## config.mk

```make
export PLATFORM = sky130hd
export DESIGN_NAME = corr_trigger_gen
export DESIGN_NICKNAME = d
export VERILOG_FILES = /design/src/rtl/corr_trigger_gen.sv
export SDC_FILE = /design/constraint.sdc
export NUM_CORES = 1
export LEC_CHECK = 0
export BUFFER_PORTS_ARGS = -buffer_cell sky130_fd_sc_hd__buf_2
export CELL_PAD_IN_SITES_DETAIL_PLACEMENT = 1
export CELL_PAD_IN_SITES_GLOBAL_PLACEMENT = 1
export CORE_MARGIN = 2
export CORE_UTILIZATION = 44
export CTS_CLUSTER_SIZE = 40
export DETAILED_ROUTE_END_ITERATION = 8
export MAX_ROUTING_LAYER = met4
export PLACE_DENSITY_LB_ADDON = 0.25
export SLEW_MARGIN = 5
export SYNTH_ARGS = -nofsm -noshare
export SYNTH_HDL_FRONTEND = slang
export SYNTH_SLANG_ARGS = --single-unit
```

## constraint.sdc

```tcl
create_clock -name sysclk_i -period 3.6 [get_ports sysclk_i]
set_input_delay 0.18 -clock sysclk_i [delete_from_list [all_inputs] [get_ports sysclk_i]]
set_output_delay 0.18 -clock sysclk_i [all_outputs]
set_load 0.03 [all_outputs]
```

## src/rtl/corr_trigger_gen.sv

```systemverilog
// corr_trigger_gen: threshold trigger on two correlation rings with OR/AND coincidence, holdoff and hit scalers (scalers built only with CORR_TRIG_SCALER_EN)
module corr_trigger_gen #(
  parameter int CORR_BITS   = 12,
  parameter int SCALER_BITS = 16
) (
  input  logic                   sysclk_i,
  input  logic                   rst_n_i,
  input  logic [CORR_BITS-1:0]   corr_r0_i,
  input  logic [CORR_BITS-1:0]   corr_r1_i,
  input  logic                   corr_valid_i,
  input  logic                   enable_i,
  input  logic                   mode_i,
  input  logic [CORR_BITS-1:0]   thresh_i,
  input  logic [3:0]             window_i,
  input  logic [7:0]             holdoff_i,
  input  logic                   scaler_clear_i,
  output logic                   trig_o,
  output logic [1:0]             trig_src_o,
  output logic [CORR_BITS-1:0]   trig_max_o,
  output logic [SCALER_BITS-1:0] scaler_r0_o,
  output logic [SCALER_BITS-1:0] scaler_r1_o,
  output logic                   busy_o
);
  localparam logic [1:0] IDLE = 2'd0, ARMED_R0 = 2'd1, ARMED_R1 = 2'd2, HOLDOFF = 2'd3;
  logic [1:0] state, state_n;
  logic [7:0] cnt, cnt_n, hold_q, hold_sel;
  logic [CORR_BITS-1:0] stored, stored_n, max_v;
  logic hit0, hit1, fire;
  logic [1:0] src;
  assign hit0 = corr_valid_i && (corr_r0_i >= thresh_i);
  assign hit1 = corr_valid_i && (corr_r1_i >= thresh_i);
  assign busy_o = state != IDLE;
  // next state, counter reload and trigger qualification; one shared counter serves window and holdoff
  always_comb begin
    state_n = state;
    cnt_n = cnt;
    stored_n = stored;
    fire = 1'b0;
    src = 2'b00;
    max_v = '0;
    hold_sel = hold_q;
    if (!enable_i) state_n = IDLE;
    else case (state)
      IDLE: begin
        hold_sel = holdoff_i;
        if (!mode_i ? (hit0 || hit1) : (hit0 && hit1)) begin
          fire = 1'b1;
          src = {hit1, hit0};
          max_v = (hit0 && hit1) ? ((corr_r0_i > corr_r1_i) ? corr_r0_i : corr_r1_i) : (hit0 ? corr_r0_i : corr_r1_i);
        end else if (mode_i && (hit0 || hit1) && window_i != 4'd0) begin
          state_n = hit0 ? ARMED_R0 : ARMED_R1;
          stored_n = hit0 ? corr_r0_i : corr_r1_i;
          cnt_n = {4'd0, window_i};
        end
      end
      ARMED_R0: begin
        fire = hit1;
        src = hit1 ? 2'b11 : 2'b00;
        max_v = (stored > corr_r1_i) ? stored : corr_r1_i;
        state_n = (cnt == 8'd1) ? IDLE : state;
        cnt_n = cnt - 8'd1;
      end
      ARMED_R1: begin
        fire = hit0;
        src = hit0 ? 2'b11 : 2'b00;
        max_v = (stored > corr_r0_i) ? stored : corr_r0_i;
        state_n = (cnt == 8'd1) ? IDLE : state;
        cnt_n = cnt - 8'd1;
      end
      default: begin
        state_n = (cnt == 8'd1) ? IDLE : HOLDOFF;
        cnt_n = cnt - 8'd1;
      end
    endcase
    if (fire) begin
      state_n = (hold_sel == 8'd0) ? IDLE : HOLDOFF;
      cnt_n = hold_sel;
    end
  end
  // state registers and registered trigger outputs; source and max hold until the next trigger
  always_ff @(posedge sysclk_i or negedge rst_n_i) begin
    if (!rst_n_i) begin
      state <= IDLE;
      cnt <= '0;
      hold_q <= '0;
      stored <= '0;
      trig_o <= 1'b0;
      trig_src_o <= '0;
      trig_max_o <= '0;
    end else begin
      state <= state_n;
      cnt <= cnt_n;
      stored <= stored_n;
      trig_o <= fire;
      if (state == IDLE) hold_q <= holdoff_i;
      if (fire) begin
        trig_src_o <= src;
        trig_max_o <= max_v;
      end
    end
  end
`ifdef CORR_TRIG_SCALER_EN
  logic [SCALER_BITS-1:0] sc0, sc1;
  // saturating hit scalers, counting in every state; clear wins over a same-cycle hit
  always_ff @(posedge sysclk_i or negedge rst_n_i) begin
    if (!rst_n_i) begin
      sc0 <= '0;
      sc1 <= '0;
    end else if (scaler_clear_i) begin
      sc0 <= '0;
      sc1 <= '0;
    end else begin
      if (hit0 && !(&sc0)) sc0 <= sc0 + SCALER_BITS'(1);
      if (hit1 && !(&sc1)) sc1 <= sc1 + SCALER_BITS'(1);
    end
  end
  assign scaler_r0_o = sc0;
  assign scaler_r1_o = sc1;
`else
  logic unused_clear;
  assign unused_clear = scaler_clear_i;
  assign scaler_r0_o = '0;
  assign scaler_r1_o = '0;
`endif
endmodule

```

# == Word-level counts from Yosys, hierarchy flattened ==
# Index checks and enable logic that the tools add are counted.
# totals
ff_bits,45
inputBits,54
wordCells,70
output_inout_bits,48
# op_classes
n_reduce_logical,15
n_mux,33
n_eq_ne,8
bitwise_logic,1
magnitude_cmp,5
add_sub_neg,1
# op_table
operator,n
$mux W12,7
$mux W8,7
$gt A12 B12 Y1,3
$pmux W12 S3,1
$ge A12 B12 Y1,2
$mux W2,12
$eq A8 B1 Y1 const B,1
$logic_not A8 Y1,1
$ne A4 B4 Y1 const B,2
$sub A8 B1 Y8 const B,1
$ne A3 B3 Y1 const B,2
$pmux W2 S3,1
$reduce_and A3 Y1,2
$logic_and A1 B1 Y1,5
$ne A4 B2 Y1 const B,1
$pmux W2 S2,1
$reduce_and A4 Y1,1
$reduce_bool A2 Y1,2
$reduce_bool A4 Y1,1
$mux W1,3
$pmux W1 S3,1
$eq A2 B1 Y1 const B,1
$eq A2 B2 Y1 const B,1
$logic_not A2 Y1,1
other kinds (3),3

# == Depth between registers and ports, before layout ==
# Gate-level depths: netlist of the first run.
# depth
word_depth,10
ltp_mapped,13
depth_no_buf,12

# == Worst setup path after synthesis of the first run ==
# OpenSTA, ideal clock, no wires.
# synth_path
kind,reg2reg
from,register stored[10]
to,register trig_max_o[2]
period_less_slack_ns,2.351
path_stages_with_launch,11
setup_slack_ns,1.249
arrival_time_ns,2.222
path_cell_list,dfrtp_1 -> ha_1 -> nand4_1 -> nor4_1 -> nor2b_1 -> a22oi_1 -> o21ai_1 -> clkbuf_1 -> a221o_1 -> nor2_1 -> a31oi_1
# synth_via
elab_chain_len,4
elab_cells_between_ends,6
# synth_rtl
item,line_no,text
"start, declared",27,"logic [CORR_BITS-1:0] stored, stored_n, max_v;"
"start signal, assigned",93,stored <= stored_n;
$gt A12 B12 Y1 (on tied branches),"66, 59",
$mux W12 (on tied branches),"66, 59",
$pmux W12 S3 *,43,else case (state)
$mux W12 *,42,if (!enable_i) state_n = IDLE;
"end signal, assigned",98,trig_max_o <= max_v;
"end, declared",19,"output logic [CORR_BITS-1:0] trig_max_o,"
# Mark *: on every way between the ends. The rest lies on a longest branch, timed or not.
# A chain may end at the register's enable or synchronous reset.

# == Worst setup path in the final report of the first run ==
# layout_path
from,register stored[10]
to,register trig_max_o[4]
# The elaborated chain is that of the path after synthesis.

==> impl_metrics.py, run 1 <==
metrics = {
    "run_status": {
        "outcome": "completed",
    },
    "synth": {
        "synth_top_area_share_pct": 23.5,
        "synthCells": 589,
        "synth-seq-cells": 45,
        "synth-main-ff-cell": "dfrtp_1",
        "netlist-cell-type-count": 57,
        "yosys.area.top_type": "dfrtp_1",
        "netlist_area_um2": 4780,
        "yosys_warnings": 0,
        "syn_area_per_cell_um2": 8.12,
        "synthArstFlopShare_pct": 100,
        "ys_seq_area_share_pct": 23.5,
        "synthTopCellsByArea": "dfrtp_1, ha_1, buf_4, a21oi_1, nand2_1",
        "synth_edf_count": 0,
    },
    "drt": {
        "drc": 0,
        "drt_iter0_markers": 300,
        "firstDrtPassIters": 5,
        "avgRoutedWirePerCell_um": 18.2,
        "vias": 4576,
        "routed_wl_mm": 14.3,
        "viasPerCell": 5.79,
        "antenna_left": 0,
    },
    "power": {
        "p_int_mw": 1.54,
        "power_frac_seq_pct": 32.9,
        "combPwrFrac_pct": 56.1,
        "swShare_pct": 50.1,
        "switchingPower_mw": 1.54,
        "ir_worst_vdd_uv": 277,
        "power_density_nw_per_um2": 591,
        "p_leak_nw": 2.60,
        "clockPowerShare_pct": 11.0,
    },
    "critical_path": {
        "rrSetupSlack_ns": 0.31,
        "end_kind": "register",
        "rr_startpoint": "stored[10]$_DFFE_PN0P_",
        "worstReg2RegEnd": "trig_max_o[4]$_DFFE_PN0P_",
        "crit_start": "stored[10]$_DFFE_PN0P_",
        "critical_path_arrival_ns": 3.53,
        "rr_worst_depth": 9,
        "worstSetupPathType": "reg2reg",
        "critPathLaunchType": "register",
        "crit_required_ns": 3.84,
        "endpoint": "trig_max_o[4]$_DFFE_PN0P_",
        "cp_max_fo": 13,
    },
    "clock_network": {
        "post_cts_buffers": 0,
        "holdBufCountCts": 0,
        "cts.clk_slew.worst_paths_ns": 0.10,
        "cts_tree": "built",
        "cts_root_buffer": "clkbuf_8",
        "cts_resized": 0,
        "clock-sinks": 45,
        "cts.htree.levels": 2,
        "clkLatencyLatePin_ns": 0.31,
        "ctsLongestPathBuffers": 2,
        "cts_buffers": 5,
    },
    "timing": {
        "fin_tns_setup_ns": 0,
        "clock_skew_ns": 0.0101,
        "finalSetupViolations": 0,
        "slew_headroom_pct": 26.8,
        "finalCriticalPeriod_ns": 3.29,
        "rsz0062_at_grt": "false",
        "hold_violations": 0,
        "finalCritPeriodShare_pct": 91.4,
        "fmax_mhz": 304,
        "drv_slew": 0,
        "worstMarginPinSlew_ns": 1.10,
    },
    "global_route": {
        "antenna_found_initial": 0,
        "grt_max_degree": 46,
        "overflow": 0,
        "first_global_vias": 4733,
        "grt_usage_pct": 26.0,
        "grt_pass1_wl_mm": 23.5,
    },
    "layout": {
        "drive_above_1_share_pct": 16.2,
        "area_growth_pct": 9.18,
        "nets": 769,
        "antenna_cells": 0,
        "fill_cells": 1395,
        "final_cell_area_um2": 5220,
        "fin_util_pct": 48.8,
    },
    "place": {
        "port_buffers": 68,
        "postPlaceCellArea_um2": 5130,
        "place_hpwl_mm": 11.5,
        "place.gp.congestion": 0.901,
    },
    "die": {
        "pin_count": 102,
        "floorplan.die_area_um2": 11700,
        "die_y_um": 108,
        "start_util_pct": 44.7,
        "core_area_um2": 10700,
        "num_rows": 38,
        "dieWidth_um": 108,
    },
    "flow_run": {
        "drv_cap": 0,
    },
    "worst_hold_path": {
        "hp-class": "in2async",
    },
}
==> layout by cell type, fill, tap and decap left out, types with 3 or more instances in the layout <==
| cell type | n |
|---|---|
| buf_2 | 68 |
| ha_1 | 66 |
| nand2_1 | 52 |
| nor2_1 | 52 |
| dfrtp_1 | 45 |
| inv_1 | 43 |
| a21oi_1 | 40 |
| o21ai_0 | 36 |
| conb_1 | 32 |
| nand3_1 | 28 |
| mux2i_1 | 16 |
| a31oi_1 | 16 |
| a22o_1 | 12 |
| a221o_1 | 12 |
| mux2_2 | 11 |
| nand2b_1 | 10 |
| nand4_1 | 10 |
| or2_1 | 8 |
| buf_4 | 8 |
| a21o_1 | 7 |
| nor4_1 | 7 |
| nor2b_1 | 6 |
| clkbuf_8 | 5 |
| a211oi_1 | 4 |
| o21ai_1 | 4 |
| and2_1 | 4 |
| a221oi_1 | 4 |
| o21a_1 | 3 |
| o211ai_1 | 3 |
| nor3_1 | 3 |
==> stage by stage <==
| step | power (mW) | worst slack [ns] | hold WS [ns] | cells |
|---|---|---|---|---|
| after floorplan | 2.22 | 1.25 | -0.116 | 620 |
| after global placement | 2.65 | 0.448 | 0.428 | 782 |
| after detailed placement | 2.75 | 0.380 | 0.449 | 782 |
| after CTS | 3.09 | 0.352 | 0.105 | 790 |
| after global routing | 3.36 | 0.139 | 0.122 | 790 |
| final | 3.08 | 0.310 | 0.0794 | 790 |
==> sequential cells by signal, summed over array words and instances (netlist names) <==
register and flops:
trig_o 1, state 2, trig_max_o 12, stored 12, cnt 8, hold_q 8
trig_src_o 2
==> power groups by stage <==
stage	combinational [mW]	sequential, mW	clock [mW]
2_1_floorplan	1.12	1.09	0
3_3_place_gp	1.65	0.997	0
3_5_place_dp	1.73	1.02	0
4_1_cts	1.74	1.01	0.347
5_1_grt	1.94	1.05	0.363
6_report	1.73	1.02	0.338
==> worst min-delay path by stage <==
stage / start / to / slack (ns) / depth (start not counted)
3_3_place_gp: rst_n_i / cnt[3]$_DFFE_PN0P_ / 0.43 / 1
4_1_cts: rst_n_i / stored[6]$_DFFE_PN0P_ / 0.10 / 1
6_report: rst_n_i / stored[6]$_DFFE_PN0P_ / 0.08 / 1
5_1_grt: holdoff_i[3] / hold_q[3]$_DFF_PN0_ / 0.12 / 2
3_5_place_dp: rst_n_i / cnt[2]$_DFFE_PN0P_ / 0.45 / 1
2_1_floorplan: rst_n_i / cnt[0]$_DFFE_PN0P_ / -0.12 / 0
==> cell families after synthesis <==
family                   share of synthesized area [%]
AND/OR/NAND/NOR                                   18.7
AO/OA/AOI/OAI                                     23.0
buffers and inverters                             10.6
adder cells (fa/ha/maj)                           17.3
flip-flops                                        23.5
multiplexers                                      5.94
XOR/XNOR                                         0.890
other                                           0.0784
==> routing by layer <==
| layer | vias up | share of wire [%] | track usage (%) |
|---|---|---|---|
| li1 | 2188 | - | - |
| met1 | 2251 | 44 | 31.6 |
| met2 | 123 | 50 | 46.5 |
| met3 | 14 | 4.0 | 2.29 |
| met4 | 0 | 1.6 | 6.41 |
| met5 | - | 0 | - |
==> worst max-delay path, stage by stage (launching register included) <==
cell and delay (ns):
dfrtp_1 0.46, ha_1 0.34, nand4_1 0.18, nor3_1 0.11, nor2b_1 0.82, a22oi_1 0.23, o21ai_1 0.57, a221o_1 0.29
nor2_1 0.06, a31oi_1 0.16
==> layout make-up <==
type / instances / area (µm²) / area share (%)
Clock buffer: 5 / 68.8 / 1.32
Clock inverter: 3 / 21.3 / 0.407
Sequential cell: 45 / 1130 / 21.6
Multi-Input combinational cell: 477 / 3260 / 62.5
Inverter: 44 / 165 / 3.16
Timing Repair Buffer: 76 / 400 / 7.67
Tap cell: 140 / 175 / 3.35
==> synth_stat cells (all sizes together) (10+ instances only) <==
cell,instances
mux2i,16
buf,39
o21ai,40
nand3,28
clkbuf,15
mux2,11
a21oi,41
a22o,12
inv,44
a31oi,16
nand2,53
nand2b,10
dfrtp,45
nor2,52
a221o,12
ha,66
nand4,10
Note: power is estimated with default switching activity, not from simulation.
==> run 2: changes to the inputs <==
- CORE_MARGIN: 2 -> 10
- HOLD_SLACK_MARGIN: not set -> 0.12
==> impl_metrics.py, run 2 (synthesized netlist as in run 1, its figures left out) <==
metrics = {
    "timing": {
        "finalCriticalPeriod_ns": 3.24,
        "hold_violations": 0,
        "finalSetupViolations": 0,
        "rsz0062_at_grt": "false",
        "drv_slew": 0,
        "worstMarginPinSlew_ns": 1.10,
        "clock_skew_ns": 0.0104,
        "slew_headroom_pct": 26.8,
        "fmax_mhz": 309,
        "finalCritPeriodShare_pct": 90.0,
        "worst_slack_ns": 0.360,
        "fin_tns_setup_ns": 0,
        "hold-worst-slack_ns": 0.135,
    },
    "place": {
        "place_inst": 781,
        "postPlaceCellArea_um2": 5140,
        "port_buffers": 68,
        "place.gp.congestion": 0.823,
        "place_ws_ns": 0.408,
        "place_hpwl_mm": 12.4,
    },
    "clock_network": {
        "cts_buffers": 5,
        "clock-sinks": 45,
        "cts_resized": 0,
        "cts_tree": "built",
        "cts.htree.levels": 2,
        "cts_root_buffer": "clkbuf_8",
        "ctsLongestPathBuffers": 2,
        "cts.clk_slew.worst_paths_ns": 0.10,
        "clkLatencyLatePin_ns": 0.32,
    },
    "power": {
        "power.total_mw": 3.16,
        "power_density_nw_per_um2": 598,
        "ir_worst_vdd_uv": 252,
        "p_leak_nw": 2.62,
    },
    "layout": {
        "final_cell_mix": "buf_2, ha_1, nand2_1, nor2_1, dfrtp_1",
        "final_cell_area_um2": 5280,
        "drive_above_1_share_pct": 15.8,
        "finalNonFillerCells": 792,
        "antenna_cells": 0,
        "reg_top3": "stored (12), trig_max_o (12)",
        "fin_util_pct": 49.1,
        "area_growth_pct": 10.4,
        "nets": 771,
        "final_common_cell": "buf_2",
    },
    "drt": {
        "viasPerCell": 5.76,
        "avgRoutedWirePerCell_um": 19.0,
        "routed_wl_mm": 15.0,
        "antenna_left": 0,
        "drc": 0,
        "firstDrtPassIters": 4,
        "drt_iter0_markers": 324,
        "vias": 4560,
    },
    "flow_run": {
        "drv_cap": 0,
    },
    "die": {
        "die_y_um": 124,
        "dieWidth_um": 124,
        "pin_count": 102,
        "floorplan.die_area_um2": 15400,
        "start_util_pct": 44.5,
        "core_area_um2": 10700,
        "num_rows": 38,
    },
    "global_route": {
        "antenna_found_initial": 0,
        "grt_usage_pct": 19.3,
        "overflow": 0,
        "grt_max_degree": 46,
        "grt_pass1_wl_mm": 24.6,
        "first_global_vias": 4904,
    },
    "critical_path": {
        "slowest_delay_ns": 0.78,
        "critPathLaunchType": "register",
        "crit_chain": "ha_1 > nand4_1 > nor3_1 > nor2b_1 > a22oi_1 > o21ai_1 > a221o_1 > nor2_1 > a31oi_1",
        "path_buf_inv": 0,
        "worstSetupPathType": "reg2reg",
        "slowest_stage": "nor2b_1",
        "critical_path_arrival_ns": 3.48,
        "cp_top_family": "compound AO/OA/AOI/OAI gates",
        "cp_max_fo": 13,
        "crit_required_ns": 3.84,
        "end_kind": "register",
    },
    "worst_hold_path": {
        "hp-class": "in2reg",
    },
    "run_status": {
        "outcome": "completed",
    },
}
==> run 2: report_power, final <==
| group | total [mW] | internal [mW] | switching, mW |
|---|---|---|---|
| clock network | 0.409 | 0.209 | 0.200 |
| registers | 1.01 | 0.747 | 0.264 |
| logic | 1.74 | 0.656 | 1.08 |
==> run 2: routing by layer <==
| layer | vias up | track usage [%] | routed length [µm] |
|---|---|---|---|
| met5 | - | - | 0 |
| met4 | 0 | 6.17 | 280 |
| met3 | 18 | 2.64 | 459 |
| met2 | 101 | 33.4 | 7550 |
| met1 | 2253 | 22.6 | 6730 |
| li1 | 2188 | - | - |
==> run 2: final timing paths <==
| path | startpoint | endpoint | slack [ns] | cells after the start |
|---|---|---|---|---|
| setup / recovery | stored[10]$_DFFE_PN0P_ | trig_max_o[4]$_DFFE_PN0P_ | 0.36 | 9 |
| hold / removal | holdoff_i[3] | hold_q[3]$_DFF_PN0_ | 0.13 | 2 |
| setup reg to reg | stored[10]$_DFFE_PN0P_ | trig_max_o[4]$_DFFE_PN0P_ | 0.36 | 9 |
| hold reg to reg | trig_src_o[1]$_DFFE_PN0P_ | trig_src_o[1]$_DFFE_PN0P_ | 0.50 | 2 |
| max in group asynchronous | rst_n_i | trig_o$_DFF_PN0_ | 2.32 | 2 |
| min in group asynchronous | rst_n_i | cnt[0]$_DFFE_PN0P_ | 0.59 | 2 |
==> run 2: cell type report <==
type	instances	area, µm²
clock inverter	2	38.8
clock buffer	6	72.6
inverter	44	165
fill	1380	5470
multi-input combinational	477	3260
tap	140	175
timing repair buffer	78	435
sequential	45	1130
==> run 2: what timing repair did <==
action / 4_1_cts / 5_1_grt
hold buffers: 3 / 0
hold endpoints to repair: 47 / 0
buffers inserted: 0 / 0
==> run 2: worst reg2reg max path: cells and delay by family, from the launching register on <==
kind / cells / cell delay, ns
AO/OA/AOI/OAI: 4 / 1.21
AND/OR/NAND/NOR: 4 / 1.13
flip-flops: 1 / 0.46
adder cells (fa/ha/maj): 1 / 0.34
==> run 3: changes to the inputs <==
==> constraint.sdc (replaced) <==
create_clock -name sysclk_i -period 3.6 [get_ports sysclk_i]
set_input_delay 0 -clock sysclk_i [delete_from_list [all_inputs] [get_ports sysclk_i]]
set_output_delay 0 -clock sysclk_i [all_outputs]
set_load 0.03 [all_outputs]
==> impl_metrics.py, run 3 (synthesized netlist as in run 1, its figures left out) <==
metrics = {
    "critical_path": {
        "crit_required_ns": 3.85,
        "cp_top_family": "compound AO/OA/AOI/OAI gates",
        "slowest_delay_ns": 0.66,
        "path_buf_inv": 4,
        "rrSetupSlack_ns": 0.40,
        "slowest_stage": "o311ai_1",
        "rr_worst_depth": 9,
        "crit_start": "corr_r1_i[10]",
        "crit_top_cell": "a21oi_1",
        "worstReg2RegEnd": "trig_max_o[2]$_DFFE_PN0P_",
        "rr_startpoint": "stored[10]$_DFFE_PN0P_",
        "cp_max_fo": 23,
        "end_kind": "register",
        "critical_path_arrival_ns": 3.47,
        "worstSetupPathType": "in2reg",
        "critPathLaunchType": "input pin",
        "crit_chain": "dlygate4sd3_1 > buf_2 > ha_1 > and4_1 > nand2_1 > o311ai_1 > o2111ai_2 > a21oi_1 > nand2_2 > inv_2 > buf_12 > a221oi_1 > a21oi_1",
    },
    "drt": {
        "drt_iter0_markers": 398,
        "drc": 0,
        "antenna_left": 0,
        "routed_wl_mm": 15.3,
        "firstDrtPassIters": 5,
        "viasPerCell": 5.70,
        "vias": 4636,
        "avgRoutedWirePerCell_um": 18.8,
    },
    "timing": {
        "hold-worst-slack_ns": 0.150,
        "clock_skew_ns": 0.00690,
        "fin_tns_setup_ns": 0,
        "fmax_mhz": 310,
        "finalCriticalPeriod_ns": 3.23,
        "finalSetupViolations": 0,
        "slew_headroom_pct": 27.9,
        "hold_violations": 0,
        "finalCritPeriodShare_pct": 89.7,
        "worst_slack_ns": 0.371,
        "drv_slew": 0,
        "worstMarginPinSlew_ns": 1.08,
        "rsz0062_at_grt": "false",
    },
    "global_route": {
        "grt_pass1_wl_mm": 25.2,
        "overflow": 0,
        "grt_usage_pct": 19.7,
        "grt_max_degree": 46,
        "antenna_found_initial": 0,
        "first_global_vias": 4937,
    },
    "worst_hold_path": {
        "hp-class": "in2reg",
        "holdPathStages": 4,
        "worstHoldEndpoint": "trig_max_o[0]$_DFFE_PN0P_",
        "min_from": "corr_r0_i[0]",
    },
    "clock_network": {
        "clkLatencyLatePin_ns": 0.32,
        "clock-sinks": 45,
        "ctsLongestPathBuffers": 2,
        "cts_resized": 0,
        "cts.clk_slew.worst_paths_ns": 0.10,
        "cts_tree": "built",
        "cts_buffers": 5,
        "cts.htree.levels": 2,
        "cts_root_buffer": "clkbuf_8",
    },
    "layout": {
        "antenna_cells": 0,
        "drive_above_1_share_pct": 15.4,
        "finalNonFillerCells": 814,
        "nets": 793,
        "area_growth_pct": 14.6,
        "reg_top3": "stored (12), trig_max_o (12)",
        "final_cell_mix": "buf_2, ha_1, nand2_1, nor2_1, dfrtp_1",
        "final_common_cell": "buf_2",
    },
    "place": {
        "place_ws_ns": 0.435,
        "place_hpwl_mm": 12.1,
        "place_inst": 781,
        "port_buffers": 68,
        "place.gp.congestion": 0.833,
    },
    "die": {
        "dieWidth_um": 124,
        "die_y_um": 124,
        "floorplan.die_area_um2": 15400,
        "num_rows": 38,
        "start_util_pct": 44.5,
        "core_area_um2": 10700,
        "pin_count": 102,
    },
    "power": {
        "power.total_mw": 3.12,
        "ir_worst_vdd_uv": 264,
        "power_density_nw_per_um2": 569,
        "p_leak_nw": 2.71,
    },
    "run_status": {
        "outcome": "completed",
    },
    "flow_run": {
        "drv_cap": 0,
    },
}
-- run 3: cell types whose count changed in the layout (fill, tap and decap cells not counted) --
cell           previous run  this run
bufinv_16                 1         0
clkbuf_1                  1         0
clkinv_4                  1         0
clkinvlp_4                0         1
dlygate4sd3_1             3        25
inv_6                     0         2
-- run 3: routing by layer --
| metal | routed length, µm | track usage, % |
|---|---|---|
| met1 | 6850 | 23.9 |
| met2 | 7590 | 33.7 |
| met3 | 596 | 2.38 |
| met4 | 235 | 5.07 |
| met5 | 0 | - |
-- run 3: stage by stage --
stage               util [%]  instance area, µm²
floorplan                  -                4900
global placement        47.8                5140
detailed placement      47.8                5140
CTS                     51.0                5480
global route            51.0                5480
finish                  51.0                5480
-- run 3: cell type report --
class	count	area, µm²
Tap cell	140	175
Multi-Input combinational cell	477	3260
Clock buffer	5	68.8
Clock inverter	3	25.0
Fill cell	1383	5270
Inverter	44	165
Sequential cell	45	1130
Timing Repair Buffer	100	656
-- run 3: tightest hold or removal path, delay by kind of cell --
kind	cells	cell delay, ns
compound gates	1	0.07
buf+inv	1	0.14
mux	1	0.11
simple gates	1	0.11
-- run 3: timing repair --
action | in CTS | in global routing
endpoints found under the hold margin | 76 | 0
hold buffers | 25 | 0
buffers inserted | 0 | 0
-- run 3: worst max path at each step --
| stage | end | depth (start not counted) |
|---|---|---|
| floorplan | trig_max_o[2]$_DFFE_PN0P_ | 10 |
| global placement | trig_max_o[8]$_DFFE_PN0P_ | 9 |
| detailed placement | trig_max_o[10]$_DFFE_PN0P_ | 9 |
| CTS | cnt[5]$_DFFE_PN0P_ | 13 |
| global route | trig_max_o[2]$_DFFE_PN0P_ | 12 |
| finish | cnt[5]$_DFFE_PN0P_ | 13 |
-- run 3: report_power, final --
| part | total (mW) | leakage (nW) | internal, mW | switching (mW) |
|---|---|---|---|---|
| clock network | 0.360 | 0.0452 | 0.142 | 0.218 |
| registers | 1.00 | 0.546 | 0.747 | 0.253 |
| logic | 1.76 | 2.11 | 0.672 | 1.09 |
